==> src/rtl/fifo_uart_tx.sv <==
// 8N1 UART transmitter that pops bytes from an upstream synchronous FIFO.
// One byte per frame: IDLE -> POP -> LOAD -> START -> DATA x8 -> STOP -> IDLE.
module fifo_uart_tx #(
  parameter int unsigned CLKS_PER_BIT = 16
) (
  input  logic        clk,
  input  logic        rst,
  input  logic        enable,
  input  logic        fifo_empty,
  input  logic [7:0]  fifo_rdata,
  output logic        fifo_read,
  output logic        tx,
  output logic        busy,
  output logic [15:0] byte_count
);

  localparam logic [15:0] BaudMax = 16'(CLKS_PER_BIT - 1);

  typedef enum logic [2:0] {
    StIdle,
    StPop,
    StLoad,
    StStart,
    StData,
    StStop
  } state_e;

  state_e      state_q, state_d;
  logic [15:0] baud_q, baud_d;
  logic [2:0]  bit_idx_q, bit_idx_d;
  logic [7:0]  shift_q, shift_d;
  logic        tx_q, tx_d;
  logic [15:0] byte_count_q, byte_count_d;
  logic        baud_done;

  assign baud_done = (baud_q == BaudMax);

  always_comb begin
    state_d      = state_q;
    baud_d       = baud_q;
    bit_idx_d    = bit_idx_q;
    shift_d      = shift_q;
    byte_count_d = byte_count_q;
    tx_d         = 1'b1;

    unique case (state_q)
      StIdle: begin
        if (enable && !fifo_empty) begin
          state_d = StPop;
        end
      end
      StPop: begin
        state_d = StLoad;
      end
      StLoad: begin
        shift_d = fifo_rdata;
        state_d = StStart;
      end
      StStart: begin
        if (baud_done) begin
          state_d   = StData;
          bit_idx_d = 3'd0;
        end else begin
          baud_d = baud_q + 16'd1;
        end
      end
      StData: begin
        if (baud_done) begin
          if (bit_idx_q == 3'd7) begin
            state_d = StStop;
          end else begin
            bit_idx_d = bit_idx_q + 3'd1;
            baud_d    = '0;
          end
        end else begin
          baud_d = baud_q + 16'd1;
        end
      end
      StStop: begin
        if (baud_done) begin
          state_d      = StIdle;
          byte_count_d = byte_count_q + 16'd1;
        end else begin
          baud_d = baud_q + 16'd1;
        end
      end
      default: begin
        state_d = StIdle;
      end
    endcase

    if (state_d != state_q) begin
      baud_d = '0;
    end

    // tx is derived from the next state so the line level is registered
    // and only moves on bit boundaries.
    case (state_d)
      StStart: tx_d = 1'b0;
      StData:  tx_d = shift_d[bit_idx_d];
      default: tx_d = 1'b1;
    endcase
  end

  always_ff @(posedge clk) begin
    if (rst) begin
      state_q      <= StIdle;
      baud_q       <= '0;
      bit_idx_q    <= '0;
      shift_q      <= '0;
      tx_q         <= 1'b1;
      byte_count_q <= '0;
    end else begin
      state_q      <= state_d;
      baud_q       <= baud_d;
      bit_idx_q    <= bit_idx_d;
      shift_q      <= shift_d;
      tx_q         <= tx_d;
      byte_count_q <= byte_count_d;
    end
  end

  assign fifo_read  = (state_q == StPop);
  assign busy       = (state_q != StIdle);
  assign tx         = tx_q;
  assign byte_count = byte_count_q;

endmodule

==> config.mk <==
export PLATFORM = sky130hd
export DESIGN_NAME = fifo_uart_tx
export DESIGN_NICKNAME = d
export VERILOG_FILES = /design/src/rtl/fifo_uart_tx.sv
export SDC_FILE = /design/constraint.sdc
export NUM_CORES = 1
export LEC_CHECK = 0
export BUFFER_PORTS_ARGS = -buffer_cell sky130_fd_sc_hd__buf_2
export CAP_MARGIN = 40
export CORE_ASPECT_RATIO = 1.5
export CORE_MARGIN = 2
export CORE_UTILIZATION = 40
export DETAILED_ROUTE_END_ITERATION = 10
export GPL_TIMING_DRIVEN = 1
export SLEW_MARGIN = 10
export SYNTH_ARGS = -nofsm -noshare
export SYNTH_HDL_FRONTEND = slang
export SYNTH_SLANG_ARGS = --single-unit
==> constraint.sdc <==
create_clock -name clk -period 3.1 [get_ports clk]
set_clock_uncertainty 0.15 [all_clocks]
set_input_delay 0.31 -clock clk [delete_from_list [all_inputs] [get_ports clk]]
set_output_delay 0.31 -clock clk [all_outputs]
set_load 0.01 [all_outputs]
==> results_dict.tcl <==
set metrics [dict create \
    nNetsFinal 301 \
    startpoint_type "flop" \
    place_congestion 0.796 \
    cts_buffer_depth 2 \
    n_fill_cell 573 \
    via_per_inst 5.15 \
    rsz0062_at_grt "false" \
    yosys.area.top_type "dfxtp_1" \
    start_util_pct 41.1 \
    seq_area_frac_synth_pct 42.0 \
    min_path_cells 3 \
    holdWs_ps 107 \
    netSwitchingFraction_pct 23.4 \
    drive_gt1_share_pct 18.5 \
    ys_top_cells_by_count "nor2_1 (48), dfxtp_1 (47), nand2_1 (17)" \
    drt_iter0_markers 48 \
    io_pins 31 \
    ys_warn_count 0 \
    setup_violations 0 \
    power.leakage_nw 0.990 \
    max_cap_viol_count 0 \
    clkLatencyLatePin_ps 310 \
    grt_pass1_vias 1796 \
    routed_wl_mm 4.64 \
    reg2reg_depth 7 \
    cts_max_level 2 \
    fp.coreArea_um2 5450 \
    std_cell_rows 33 \
    synthArstFlopShare_pct 0 \
    synth_nets 271 \
    power.total_mw 1.16 \
    switching_power_mw 0.271 \
    p_int_mw 0.885 \
    worstMarginPinSlew_ps 772 \
    synth.distinct_cells 47 \
    crit_arrival_ps 2790 \
    cts_tree "yes" \
    wl_per_cell_um 13.0 \
    endpoint_kind "flop" \
    vias 1840 \
    drcViolationCount 0 \
    grt_pass1_wl_mm 7.85 \
    slew_headroom_pct 48.2 \
    hold_class "in -> reg" \
    postSynthCellCount 256 \
    finalHoldViolations 0 \
    powerDensity_nw_per_um2 449 \
    pwr-share-comb_pct 5.9 \
    die_area_um2 6230 \
    clkTransAtPathRegs_ps 100 \
    pre_cts_ws_ps 362 \
    ys_ff_latch 47 \
    ir_worst_vdd_mv 0.319 \
    synth.area.top_cells "dfxtp_1 (42%), nor2_1 (8.0%), mux2i_1 (6.3%)" \
    grt_max_degree 33 \
    yosys.cell_count.top_type "nor2_1" \
    status "finished clean" \
    diodes 0 \
    synth_ff_type "dfxtp_1" \
    chipWidth_um 65.1 \
    cp.required_ps 3130 \
    cts_hold_buffers 0 \
    grt_usage_pct 16.1 \
    netlist_area_um2 2240 \
    crit_fanout 10 \
    fmax_mhz 363 \
    cts_setup_buffers 0 \
    grt_antenna_before_repair 0 \
    drt_pre_antenna_iters 4 \
    hpwl_mm 3.40 \
    synth_edf_count 0 \
    setup_tns_ps 0 \
    synthToLayoutAreaGrowth_pct 15.0 \
    finalCritPeriodShare_pct 89.0 \
    yosysTopAreaCellShare_pct 42.0 \
    cts_resized 0 \
    ant_nets 0 \
    cts-root-buf "clkbuf_8" \
    cts.sinks 47 \
    port_buffers 30 \
    setup_ws_ps 342 \
    slew_violations 0 \
    pwr-share-seq_pct 53.3 \
    grt_remaining_overflow 0 \
    final_core_util_pct 47.2 \
    numCtsBuffers 5 \
    pwr-share-clk_pct 40.8 \
    crit_type "reg -> reg" \
    fin_crit_ps 2760 \
    syn_avg_cell_area_um2 8.75 \
    fp.dieH_um 95.6 \
]
[worst max-delay path: stages, from the launching register on]
cell and delay [ps]:
dfxtp_1 370, or4_1 530, or4_1 730, or2_1 350
nor2_2 180, nand4_1 140, xor2_1 150, nor2_1 50
[logic make-up after synthesis]
| kind of cell | synth area share, % |
|---|---|
| AOI/OAI and AO/OA | 7.65 |
| xor gates and xnor gates | 10.2 |
| adders and majority gates | 1.68 |
| buffers and inverters | 2.51 |
| DFF | 42.0 |
| muxes | 7.43 |
| and+or+nand+nor | 28.5 |
[stage by stage]
step           cells  instance area, um^2
2_1_floorplan    256                 2240
3_3_place_gp     349                 2460
3_5_place_dp     349                 2460
4_1_cts          357                 2570
5_1_grt          357                 2570
6_report         357                 2570
[routing by layer]
layer	up-vias	wire, um	global-route usage (%)
li1	938	-	-
met1	870	1930	17.3
met5	-	0	0
met2	25	2460	30.3
met3	7	142	2.95
met4	0	100	7.29
[flip-flops by register name (all words and copies together) (netlist names)]
name / count
byte_count: 16
bit_idx_q: 3
baud_q: 16
state_q: 3
tx: 1
shift_q: 8
[placed cells by master (no fill, tap or decap), drive strengths merged, types with 4 or more instances in the layout]
cell and count:
nand3b 5, buf 33, nand4 5, or4 4, o21ai 7, inv 5
nor3 7, mux2i 14, dfxtp 47, and3 6, nor2 49, a21oi 10
xor2 14, nand3 9, nand2 18, clkbuf 5, xnor2 12, nor2b 6
[final timing paths]
| check | start | slack (ps) | end |
|---|---|---|---|
| worst max-delay path | baud_q[6]$_SDFFE_PP0P_ | 340 | byte_count[10]$_SDFFE_PP0P_ |
| worst min-delay path | fifo_rdata[4] | 110 | shift_q[4]$_SDFF_PP0_ |
| worst max register to register | baud_q[6]$_SDFFE_PP0P_ | 340 | byte_count[10]$_SDFFE_PP0P_ |
| worst min register to register | shift_q[4]$_SDFF_PP0_ | 350 | shift_q[4]$_SDFF_PP0_ |
[area by class of cell]
class / count / area (um^2) / share of cell area (%)
flip-flops and latches: 47 / 941 / 36.5
multi-input cells: 195 / 1240 / 48.3
repair buffers: 33 / 173 / 6.71
inverters: 4 / 15.0 / 0.583
well taps: 70 / 87.6 / 3.40
clock inverters: 3 / 47.5 / 1.85
clock buffers: 5 / 68.8 / 2.67
[power groups by stage]
stage / Clock [mW] / Combinational [mW] / Sequential (mW)
finish: 0.471 / 0.0687 / 0.616
detailed placement: 0 / 0.0706 / 0.630
global route: 0.505 / 0.0774 / 0.617
global placement: 0 / 0.0701 / 0.630
floorplan: 0 / 0.0507 / 0.627
CTS: 0.486 / 0.0706 / 0.616
(Power assumes the default switching activity.)
